File: src/rtl/uart_pkg.sv
// Shared encodings and helpers for uart_xcvr: engine state enums, debug view, baud divider.
// Defining UART_PARITY_EN adds a PARITY state to both engines.
package uart_pkg;

  // Wide enough to index up to 9 data bits or 2 stop bits.
  localparam int BIT_IDX_W = 4;

  typedef enum logic [2:0] {
    RX_IDLE,
    RX_START,
    RX_DATA,
`ifdef UART_PARITY_EN
    RX_PARITY,
`endif
    RX_STOP
  } rx_state_e;

  typedef enum logic [2:0] {
    TX_IDLE,
    TX_START,
    TX_DATA,
`ifdef UART_PARITY_EN
    TX_PARITY,
`endif
    TX_STOP
  } tx_state_e;

  typedef struct packed {
    rx_state_e rx_state;
    tx_state_e tx_state;
  } uart_dbg_t;

  function automatic int uart_calc_div(input int clk_hz, input int baud, input int os);
    int den;
    int div;
    den = baud * os;
    div = (clk_hz + den / 2) / den;
    return (div < 1) ? 1 : div;
  endfunction

endpackage

File: src/rtl/uart_baud_gen.sv
// Free-running oversample tick generator: one-clock tick every DIV clocks.
module uart_baud_gen #(
  parameter int DIV = 1
) (
  input  logic clk,
  input  logic rst,
  output logic tick
);

  localparam int CNT_W = (DIV > 1) ? $clog2(DIV) : 1;

  logic [CNT_W-1:0] cnt_q;
  logic [CNT_W-1:0] cnt_d;

  always_comb begin
    tick  = (cnt_q == CNT_W'(DIV - 1));
    cnt_d = tick ? '0 : cnt_q + 1'b1;
  end

  always_ff @(posedge clk or posedge rst) begin
    if (rst) cnt_q <= '0;
    else     cnt_q <= cnt_d;
  end

endmodule

File: src/rtl/uart_xcvr.sv
// Full-duplex UART transceiver with run-time loopback; one shared baud tick feeds both engines.
// Optional parity bit is enabled by defining UART_PARITY_EN.
module uart_xcvr
  import uart_pkg::*;
#(
  parameter int CLK_HZ     = 50000000,
  parameter int BAUD       = 115200,
  parameter int OVERSAMPLE = 16,
  parameter int DATA_BITS  = 8,
  parameter int STOP_BITS  = 1,
  parameter int PARITY_ODD = 0
) (
  input  logic                 clk,
  input  logic                 rst,
  input  logic                 rx_pin,
  output logic                 tx_pin,
  input  logic                 loopback,
  input  logic [DATA_BITS-1:0] tx_data,
  input  logic                 tx_valid,
  output logic                 tx_ready,
  output logic [DATA_BITS-1:0] rx_data,
  output logic                 rx_valid,
  output logic                 rx_frame_err,
  output logic                 rx_parity_err,
  output logic                 tx_busy,
  output logic                 rx_busy
);

  localparam int DIV  = uart_calc_div(CLK_HZ, BAUD, OVERSAMPLE);
  localparam int OS_W = $clog2(OVERSAMPLE);
  localparam logic [OS_W-1:0]      OS_LAST   = OS_W'(OVERSAMPLE - 1);
  localparam logic [OS_W-1:0]      OS_HALF   = OS_W'(OVERSAMPLE / 2 - 1);
  localparam logic [BIT_IDX_W-1:0] DATA_LAST = BIT_IDX_W'(DATA_BITS - 1);
  localparam logic [BIT_IDX_W-1:0] STOP_LAST = BIT_IDX_W'(STOP_BITS - 1);
`ifdef UART_PARITY_EN
  localparam logic PAR_ODD = (PARITY_ODD != 0);
`endif

  if ((OVERSAMPLE < 8) || (OVERSAMPLE % 2 != 0)) begin : g_bad_os
    $error("uart_xcvr: OVERSAMPLE must be even and >= 8");
  end
  if ((DATA_BITS < 5) || (DATA_BITS > 9)) begin : g_bad_db
    $error("uart_xcvr: DATA_BITS must be 5..9");
  end
  if ((STOP_BITS < 1) || (STOP_BITS > 2)) begin : g_bad_sb
    $error("uart_xcvr: STOP_BITS must be 1 or 2");
  end
  if ((PARITY_ODD < 0) || (PARITY_ODD > 1)) begin : g_bad_par
    $error("uart_xcvr: PARITY_ODD must be 0 or 1");
  end

  logic tick;

  uart_baud_gen #(.DIV(DIV)) u_baud (
    .clk  (clk),
    .rst  (rst),
    .tick (tick)
  );

  // [0] meta, [1] synchronised line, [2] previous synchronised value for edge detect.
  logic [2:0]           rx_pipe_q, rx_pipe_d;
  rx_state_e            rx_state_q, rx_state_d;
  logic [OS_W-1:0]      rx_os_q, rx_os_d;
  logic [BIT_IDX_W-1:0] rx_idx_q, rx_idx_d;
  logic [DATA_BITS-1:0] rx_sh_q, rx_sh_d;
  logic [DATA_BITS-1:0] rx_data_q, rx_data_d;
  logic                 rx_valid_q, rx_valid_d;
  logic                 rx_ferr_q, rx_ferr_d;
`ifdef UART_PARITY_EN
  logic                 rx_perr_q, rx_perr_d;
  logic                 rx_pend_q, rx_pend_d;
`endif

  logic rx_sync;
  assign rx_sync = rx_pipe_q[1];

  always_comb begin
    rx_pipe_d  = {rx_pipe_q[1:0], rx_pin};
    rx_state_d = rx_state_q;
    rx_os_d    = rx_os_q;
    rx_idx_d   = rx_idx_q;
    rx_sh_d    = rx_sh_q;
    rx_data_d  = rx_data_q;
    rx_ferr_d  = rx_ferr_q;
    rx_valid_d = 1'b0;
`ifdef UART_PARITY_EN
    rx_perr_d  = rx_perr_q;
    rx_pend_d  = rx_pend_q;
`endif
    case (rx_state_q)
      RX_IDLE: begin
        if (rx_pipe_q[2] && !rx_sync) begin
          rx_state_d = RX_START;
          rx_os_d    = '0;
        end
      end
      RX_START: begin
        if (tick) begin
          if (rx_os_q == OS_HALF) begin
            // From here on every OVERSAMPLE ticks lands on a bit centre.
            rx_os_d    = '0;
            rx_idx_d   = '0;
            rx_state_d = rx_sync ? RX_IDLE : RX_DATA;
          end else begin
            rx_os_d = rx_os_q + 1'b1;
          end
        end
      end
      RX_DATA: begin
        if (tick) begin
          if (rx_os_q == OS_LAST) begin
            rx_os_d  = '0;
            rx_sh_d  = {rx_sync, rx_sh_q[DATA_BITS-1:1]};
            rx_idx_d = rx_idx_q + 1'b1;
            if (rx_idx_q == DATA_LAST) begin
`ifdef UART_PARITY_EN
              rx_state_d = RX_PARITY;
`else
              rx_state_d = RX_STOP;
`endif
            end
          end else begin
            rx_os_d = rx_os_q + 1'b1;
          end
        end
      end
`ifdef UART_PARITY_EN
      RX_PARITY: begin
        if (tick) begin
          if (rx_os_q == OS_LAST) begin
            rx_os_d    = '0;
            rx_pend_d  = rx_sync ^ (^rx_sh_q) ^ PAR_ODD;
            rx_state_d = RX_STOP;
          end else begin
            rx_os_d = rx_os_q + 1'b1;
          end
        end
      end
`endif
      RX_STOP: begin
        if (tick) begin
          if (rx_os_q == OS_LAST) begin
            rx_os_d    = '0;
            rx_data_d  = rx_sh_q;
            rx_ferr_d  = !rx_sync;
            rx_valid_d = 1'b1;
            rx_state_d = RX_IDLE;
`ifdef UART_PARITY_EN
            rx_perr_d  = rx_pend_q;
`endif
          end else begin
            rx_os_d = rx_os_q + 1'b1;
          end
        end
      end
      default: rx_state_d = RX_IDLE;
    endcase
  end

  always_ff @(posedge clk or posedge rst) begin
    if (rst) begin
      rx_pipe_q  <= 3'b111;
      rx_state_q <= RX_IDLE;
      rx_os_q    <= '0;
      rx_idx_q   <= '0;
      rx_sh_q    <= '0;
      rx_data_q  <= '0;
      rx_valid_q <= 1'b0;
      rx_ferr_q  <= 1'b0;
`ifdef UART_PARITY_EN
      rx_perr_q  <= 1'b0;
      rx_pend_q  <= 1'b0;
`endif
    end else begin
      rx_pipe_q  <= rx_pipe_d;
      rx_state_q <= rx_state_d;
      rx_os_q    <= rx_os_d;
      rx_idx_q   <= rx_idx_d;
      rx_sh_q    <= rx_sh_d;
      rx_data_q  <= rx_data_d;
      rx_valid_q <= rx_valid_d;
      rx_ferr_q  <= rx_ferr_d;
`ifdef UART_PARITY_EN
      rx_perr_q  <= rx_perr_d;
      rx_pend_q  <= rx_pend_d;
`endif
    end
  end

  // TX handshake: a byte transfers on any clock where tx_valid && tx_ready are both high;
  // tx_valid may be raised at any time, tx_ready never depends combinationally on tx_valid.
  tx_state_e            tx_state_q, tx_state_d;
  logic [OS_W-1:0]      tx_os_q, tx_os_d;
  logic [BIT_IDX_W-1:0] tx_idx_q, tx_idx_d;
  logic [DATA_BITS-1:0] tx_sh_q, tx_sh_d;
  logic                 tx_pin_q, tx_pin_d;
  logic                 tx_ready_q, tx_ready_d;
`ifdef UART_PARITY_EN
  logic                 tx_par_q, tx_par_d;
`endif

  logic tx_bit_end;
  assign tx_bit_end = tick && (tx_os_q == OS_LAST);

  always_comb begin
    tx_state_d = tx_state_q;
    tx_os_d    = tx_os_q;
    tx_idx_d   = tx_idx_q;
    tx_sh_d    = tx_sh_q;
    tx_pin_d   = tx_pin_q;
    tx_ready_d = tx_ready_q;
`ifdef UART_PARITY_EN
    tx_par_d   = tx_par_q;
`endif
    if (tick && (tx_state_q != TX_IDLE)) tx_os_d = tx_bit_end ? '0 : tx_os_q + 1'b1;
    case (tx_state_q)
      TX_IDLE: begin
        if (tx_valid && tx_ready_q) begin
          tx_state_d = TX_START;
          tx_sh_d    = tx_data;
          tx_os_d    = '0;
          tx_pin_d   = 1'b0;
          tx_ready_d = 1'b0;
`ifdef UART_PARITY_EN
          tx_par_d   = (^tx_data) ^ PAR_ODD;
`endif
        end else if (loopback) begin
          // pipe[0] registered again matches the 2-clock synchroniser latency.
          tx_pin_d   = rx_pipe_q[0];
          tx_ready_d = 1'b0;
        end else begin
          tx_pin_d   = 1'b1;
          tx_ready_d = 1'b1;
        end
      end
      TX_START: begin
        if (tx_bit_end) begin
          tx_state_d = TX_DATA;
          tx_idx_d   = '0;
          tx_pin_d   = tx_sh_q[0];
        end
      end
      TX_DATA: begin
        if (tx_bit_end) begin
          if (tx_idx_q == DATA_LAST) begin
            tx_idx_d = '0;
`ifdef UART_PARITY_EN
            tx_state_d = TX_PARITY;
            tx_pin_d   = tx_par_q;
`else
            tx_state_d = TX_STOP;
            tx_pin_d   = 1'b1;
`endif
          end else begin
            tx_idx_d = tx_idx_q + 1'b1;
            tx_sh_d  = tx_sh_q >> 1;
            tx_pin_d = tx_sh_q[1];
          end
        end
      end
`ifdef UART_PARITY_EN
      TX_PARITY: begin
        if (tx_bit_end) begin
          tx_state_d = TX_STOP;
          tx_idx_d   = '0;
          tx_pin_d   = 1'b1;
        end
      end
`endif
      TX_STOP: begin
        if (tx_bit_end) begin
          if (tx_idx_q == STOP_LAST) begin
            tx_state_d = TX_IDLE;
            tx_ready_d = !loopback;
            tx_pin_d   = loopback ? rx_pipe_q[0] : 1'b1;
          end else begin
            tx_idx_d = tx_idx_q + 1'b1;
          end
        end
      end
      default: tx_state_d = TX_IDLE;
    endcase
  end

  always_ff @(posedge clk or posedge rst) begin
    if (rst) begin
      tx_state_q <= TX_IDLE;
      tx_os_q    <= '0;
      tx_idx_q   <= '0;
      tx_sh_q    <= '0;
      tx_pin_q   <= 1'b1;
      tx_ready_q <= 1'b1;
`ifdef UART_PARITY_EN
      tx_par_q   <= 1'b0;
`endif
    end else begin
      tx_state_q <= tx_state_d;
      tx_os_q    <= tx_os_d;
      tx_idx_q   <= tx_idx_d;
      tx_sh_q    <= tx_sh_d;
      tx_pin_q   <= tx_pin_d;
      tx_ready_q <= tx_ready_d;
`ifdef UART_PARITY_EN
      tx_par_q   <= tx_par_d;
`endif
    end
  end

  // Debug view of both engines; busy outputs decode from it.
  uart_dbg_t dbg;
  assign dbg = '{rx_state: rx_state_q, tx_state: tx_state_q};

  assign tx_pin       = tx_pin_q;
  assign tx_ready     = tx_ready_q;
  assign rx_data      = rx_data_q;
  assign rx_valid     = rx_valid_q;
  assign rx_frame_err = rx_ferr_q;
  assign tx_busy      = (dbg.tx_state != TX_IDLE);
  assign rx_busy      = (dbg.rx_state != RX_IDLE);
`ifdef UART_PARITY_EN
  assign rx_parity_err = rx_perr_q;
`else
  assign rx_parity_err = 1'b0;
`endif

endmodule

File: config.mk
export PLATFORM = sky130hd
export DESIGN_NAME = uart_xcvr
export DESIGN_NICKNAME = d
export VERILOG_FILES = /design/src/rtl/uart_pkg.sv /design/src/rtl/uart_baud_gen.sv /design/src/rtl/uart_xcvr.sv
export SDC_FILE = /design/constraint.sdc
export NUM_CORES = 1
export LEC_CHECK = 0
export BUFFER_PORTS_ARGS = -buffer_cell sky130_fd_sc_hd__buf_2
export CAP_MARGIN = 20
export CELL_PAD_IN_SITES_DETAIL_PLACEMENT = 0
export CELL_PAD_IN_SITES_GLOBAL_PLACEMENT = 2
export CORE_MARGIN = 2
export CORE_UTILIZATION = 42
export DETAILED_ROUTE_END_ITERATION = 6
export GPL_ROUTABILITY_DRIVEN = 1
export PLACE_DENSITY = 0.83
export SETUP_SLACK_MARGIN = 0.4
export SKIP_LAST_GASP = 1
export SLEW_MARGIN = 10
export SYNTH_ARGS = -nofsm -noshare
export SYNTH_HDL_FRONTEND = slang
export SYNTH_SLANG_ARGS = --single-unit
File: constraint.sdc
create_clock -name clk -period 4.6 [get_ports clk]
set_input_delay 0.46 -clock clk [delete_from_list [all_inputs] [get_ports clk]]
set_output_delay 0.46 -clock clk [all_outputs]
set_load 0.02 [all_outputs]
* Yosys cells after proc, flatten, opt, wreduce, memory -nomap -nowiden
Cells that the tools add are included.
** Word-level totals
- Bits in writable memories :: 0
- Logic and storage cells :: 136
- Bits in registers :: 58
- Bits in read-only memories :: 0
- Memories kept :: 0
- Latch bits :: 0
** Cells by class
- Reductions and logical operators :: 28
- Add/subtract/negate cells :: 5
- Equality and inequality tests :: 29
- Divide/modulo/power cells :: 0
- Shift-type cells :: 0
- $lt $le $gt $ge :: 0
- Bitwise gates (word level) :: 0
- Multiplexer cells :: 59
- $mul :: 0
** Operators by type and width (number)
- 4-bit 2-to-1 mux :: 18
- 3-bit 2-to-1 mux :: 14
- 2-bit inequality test, second input constant :: 16
- 8-bit 2-to-1 mux :: 3
- 3-bit case mux with 4 select lines :: 2
- 4-bit case mux with 3 select lines :: 2
- 4-bit by 1-bit adder with 4-bit output, second input constant :: 4
- 8-bit case mux with 2 select lines :: 1
- 5-bit AND reduction :: 3
- 1-bit 2-to-1 mux :: 14
- 3-bit by 2-bit == test with 1-bit output, second input constant :: 4
- 4-bit by 3-bit == test with 1-bit output, second input constant :: 3
- 3-bit nonzero test :: 4
- 3-bit AND reduction :: 3
- 4-bit == test, second input constant :: 2
- 4-bit case mux with 2 select lines :: 1
- 4-bit AND reduction :: 2
- 8-bit AND reduction :: 1
- 3-bit by 1-bit == test with 1-bit output, second input constant :: 2
- 3-bit zero test :: 2
- 6-bit AND reduction :: 1
- 2-bit nonzero test :: 3
- 5-bit by 1-bit adder with 5-bit output, second input constant :: 1
- 5-bit == test, second input constant :: 1
- 10 further kinds :: 14

* Longest topological paths before layout
- Word-level depth :: 6
- Depth in mapped cells :: 7
- Mapped depth without buffers :: 6

* Modules after synthesis
Synthesis repeated with hierarchy kept, for this count alone.
** Second synthesis, totals
- Cells, all modules :: 246
- Area, all modules :: 2832.7 um^2
** By module, submodules not included
- uart_xcvr :: instances 1, cells each 221, seq. area each 1282.5 um^2, area an instance 2562.5 um^2
- uart_baud_gen :: instances 1, cells each 25, seq. area each 125.1 um^2, area an instance 270.3 um^2

* Worst setup path before layout
Ideal clock, no wire load.
- Kind :: register -> register
- Start :: register tx_state_q[0]
- End :: register tx_sh_q[0]
- Data required time :: 4475 ps
- Cell stages (with the launch flop) :: 7
- Period minus slack after synthesis :: 1890 ps
- Setup time :: 125 ps
- Slack :: 2710 ps
- Path buffers :: 2
- Data arrival time :: 1765 ps
- Cell sequence :: dfrtp_1 -> inv_1 -> ha_1 -> clkbuf_1 -> clkbuf_1 -> mux2_2 -> mux2_2
** Between the ends
- Longest elaborated chain between the ends :: 3
- Elaborated cells on any way between the ends :: 8
- Those cells by class :: eq/ne (4); mux (1); reduce/logical (3)
** RTL lines
- from (decl) :: RTL line uart_xcvr.sv:192 : tx_state_e tx_state_q, tx_state_d;
- from (signal assigned) :: RTL line uart_xcvr.sv:297 : tx_state_q <= tx_state_d;
- 3-bit by 2-bit == test with 1-bit output or 3-bit zero test (tied branches) :: RTL line uart_xcvr.sv:216 : case (tx_state_q)
- 2-bit inequality test (no source line) or 2-bit nonzero test (tied branches)
- 4-bit AND reduction (no source line)
- to (signal assigned) :: RTL line uart_xcvr.sv:300 : tx_sh_q <= tx_sh_d;
- to (decl) :: RTL line uart_xcvr.sv:195 : logic [DATA_BITS-1:0] tx_sh_q, tx_sh_d;
Several ways; a longest one is shown, not always the timed one.
A chain may end at the register's enable or synchronous reset.

* Final worst setup path
- Start :: register u_baud.cnt_q[0]
- End :: register rx_sh_q[4]
** Between the ends
- Longest elaborated chain between the ends :: 2
** RTL lines
- from (decl) :: RTL line uart_baud_gen.sv:12 : logic [CNT_W-1:0] cnt_q;
- from (signal assigned) :: RTL line uart_baud_gen.sv:22 : else cnt_q <= cnt_d;
- 5-bit == test :: RTL line uart_baud_gen.sv:16 : tick = (cnt_q == CNT_W'(DIV - 1));
- 3-bit AND reduction (no source line)
- to (signal assigned) :: RTL line uart_xcvr.sv:179 : rx_sh_q <= rx_sh_d;
- to (decl) :: RTL line uart_xcvr.sv:65 : logic [DATA_BITS-1:0] rx_sh_q, rx_sh_d;
No other way between the ends.

==> impl_metrics.tcl <==
set metrics [dict create \
    sw_frac_of_total_pct 26.6 \
    r2r_end "rx_sh_q[4]" \
    layout-drive-gt1-share_pct 25.8 \
    cellPowerDensity_mw_per_mm2 280 \
    pwr-share-comb_pct 6.9 \
    max-vdd-ir-drop_mv 0.162 \
    power_frac_clock_pct 33.2 \
    finalSetupViolCount 0 \
    die_area_mm2 0.00733 \
    vias_per_cell 5.36 \
    grt_usage_pct 14.2 \
    cts_tree "built" \
    clk_pin_slew_ns 0.11 \
    rrSetupSlack_ns 2.31 \
    ios 28 \
    grt_max_degree 57 \
    min_period_ns 2.29 \
    hp-class "in -> reg" \
    die_w_um 85.6 \
    n_fill_cell 595 \
    postCtsSetupRepairBufs 0 \
    dr_wl_met3_um 196 \
    status "finished, final reports clean" \
    arrival_ns 2.50 \
    worstSetupEndpoint "rx_sh_q[4]" \
    syn_inst 239 \
    hold_viol 0 \
    async_flop_share_pct 100 \
    coreArea_mm2 0.00639 \
    wirelength_met1_mm 2.32 \
    cts-root-buf "clkbuf_8" \
    crit_fanout 13 \
    end_kind "flip-flop" \
    via_count 1828 \
    clk_latency_ns 0.32 \
    fmax_mhz 437 \
    crit_path_start_kind "flip-flop" \
    htree_levels 2 \
    gp_congestion 0.727 \
    p_seq_share_pct 59.9 \
    synth_edf_count 0 \
    drt-pass1-iter-count 5 \
    io_buffers 26 \
    diodes 0 \
    fin_crit_sh_pct 49.8 \
    critPathLaunch "u_baud.cnt_q[0]" \
    syn_to_final_growth_pct 10.1 \
    dr_wl_met2_mm 2.26 \
    ant_nets 0 \
    cts.sinks 56 \
    drc 0 \
    slew_viol_final 0 \
    die_h_um 85.6 \
    synth_nets 263 \
    r2r-start "u_baud.cnt_q[0]" \
    initial_core_util_pct 43.8 \
    nNetsFinal 287 \
    grt_first_pass_wirelength_mm 8.38 \
    syn_area_per_cell_um2 11.7 \
    max-cap-violations 0 \
    dp_cells 333 \
    finClkSkew_ns 0.0108 \
    seq_area_frac_synth_pct 50.3 \
    tightestPinTransition_ns 0.696 \
    rsz0062_at_grt "false" \
    wl_per_cell_um 14.1 \
    dp_slack_ns 2.29 \
    p_leak_nw 1.52 \
    yosysWarnings 0 \
    final_cells 341 \
    synth.cell_area_mm2 0.00280 \
    max_slew_margin_pct 53.6 \
    ys_ff_latch 56 \
    p_sw_mw 0.229 \
    layout_setup_ws_ns 2.31 \
    antenna_found_initial 0 \
    grt_overflow 0 \
    p_int_mw 0.633 \
    drt_iter0_drc 63 \
    hpwl_mm 3.38 \
    rows 29 \
    criticalPathCategory "reg -> reg" \
    cts_buffers 5 \
    dr.max_layer_used "met4" \
    routed_wirelength_mm 4.82 \
    yosys.cell_types.count 55 \
    worstRegToRegCells 6 \
    setup-tns-final_ns 0 \
    cts_buffer_depth 2 \
    worstPathRequired_ns 4.81 \
    holdBufCountCts 0 \
    cts_resized 0 \
    grt_pass1_vias 1757 \
    synth-main-ff-cell "dfrtp_1" \
]
[critical path: stages (launching register included)]
cell,delay [ns]
dfrtp_1,0.42
inv_1,0.07
ha_1,0.18
and4b_1,0.50
and3_4,0.29
and2_1,0.37
mux2_1,0.37
[synthesized netlist by cell type, drive strengths merged, types with 4 or more instances]
library cell  number  area [µm²]
dfrtp             51        1280
mux2              36         409
nor2              14        52.6
inv               13        48.8
ha                11         138
o21ai             11        58.8
nand2             10        37.5
a21oi              9        45.0
nand3              9        45.0
a22o               5        43.8
buf                5        27.5
clkbuf             5        18.8
dfstp              5         131
nand3b             4        30.0
nor3b              4        30.0
[worst min path at each step]
stage / start / endpoint / slack (ns) / cells past startpoint
after floorplan: rx_pipe_q[0] / rx_pipe_q[1] / 0.35 / 0
after global placement: rx_pipe_q[0] / rx_pipe_q[1] / 0.37 / 0
after detailed placement: rx_pipe_q[0] / rx_pipe_q[1] / 0.37 / 0
after CTS: rx_pin / rx_pipe_q[0] / 0.22 / 1
after global routing: rx_pin / rx_pipe_q[0] / 0.21 / 1
final: rx_pin / rx_pipe_q[0] / 0.23 / 1
[state kept, by name, indices dropped and copies added, names as in the netlist, 4 cells and up]
| name | count |
|---|---|
| tx_idx_q | 4 |
| tx_os_q | 4 |
| tx_sh_q | 8 |
| rx_idx_q | 4 |
| rx_os_q | 4 |
| rx_data | 8 |
| u_baud.cnt_q | 5 |
| rx_sh_q | 8 |
[metal layers]
layer,up-vias,global-route usage (%)
met4,0,3.46
met5,-,0
met3,4,4.33
met1,891,19.0
met2,25,22.9
li1,908,-
[placed cells by master (no fill, tap or decap), types with 2 or more instances in the layout]
master	count
nand2_1	10
xor2_1	2
and3b_1	2
dfrtp_1	51
ha_1	11
mux2_2	17
nor2b_1	2
nor3b_1	4
o21ai_0	9
or3_1	2
dfstp_2	5
o211ai_1	3
xnor2_1	2
buf_2	26
clkbuf_8	5
mux2_1	18
a21oi_1	9
mux2i_1	2
inv_1	12
nand3_1	9
nor3_1	3
a31oi_1	3
a22o_1	5
nand3b_1	4
nor2_1	14
[kinds of logic after synthesis]
logic type	share of synthesized area (%)
compound gates	10.9
xor+xnor	1.25
mux	15.3
other cells	0.134
buf+inv	3.40
simple gates	13.8
fa+ha+maj	4.92
flops	50.3
[power groups by stage]
stage / clock [mW] / combinational, mW / sequential [mW]
2_1_floorplan: 0 / 0.0573 / 0.511
3_3_place_gp: 0 / 0.0614 / 0.526
3_5_place_dp: 0 / 0.0608 / 0.526
4_1_cts: 0.300 / 0.0611 / 0.517
5_1_grt: 0.321 / 0.0674 / 0.519
6_report: 0.286 / 0.0594 / 0.517
[through the flow]
stage               hold WS (ns)  cell area [µm²]  total power, mW  utilization (%)
finish                     0.226             3080            0.862             48.3
global route               0.211             3080            0.906             48.3
CTS                        0.217             3080            0.878             48.3
detailed placement         0.370             2990            0.587             46.8
global placement           0.373             2990            0.587             46.8
floorplan                  0.354             2800            0.569                -
[area by class of cell]
| cell class | instances | area (µm²) | share of cell area (%) |
|---|---|---|---|
| flip-flops and latches | 56 | 1410 | 45.7 |
| multi-input cells | 160 | 1300 | 42.0 |
| repair buffers | 27 | 138 | 4.46 |
| well taps | 77 | 96.3 | 3.12 |
| clock buffers | 5 | 68.8 | 2.23 |
| inverters | 13 | 48.8 | 1.58 |
| clock inverters | 3 | 27.5 | 0.893 |
(Power assumes the default switching activity.)
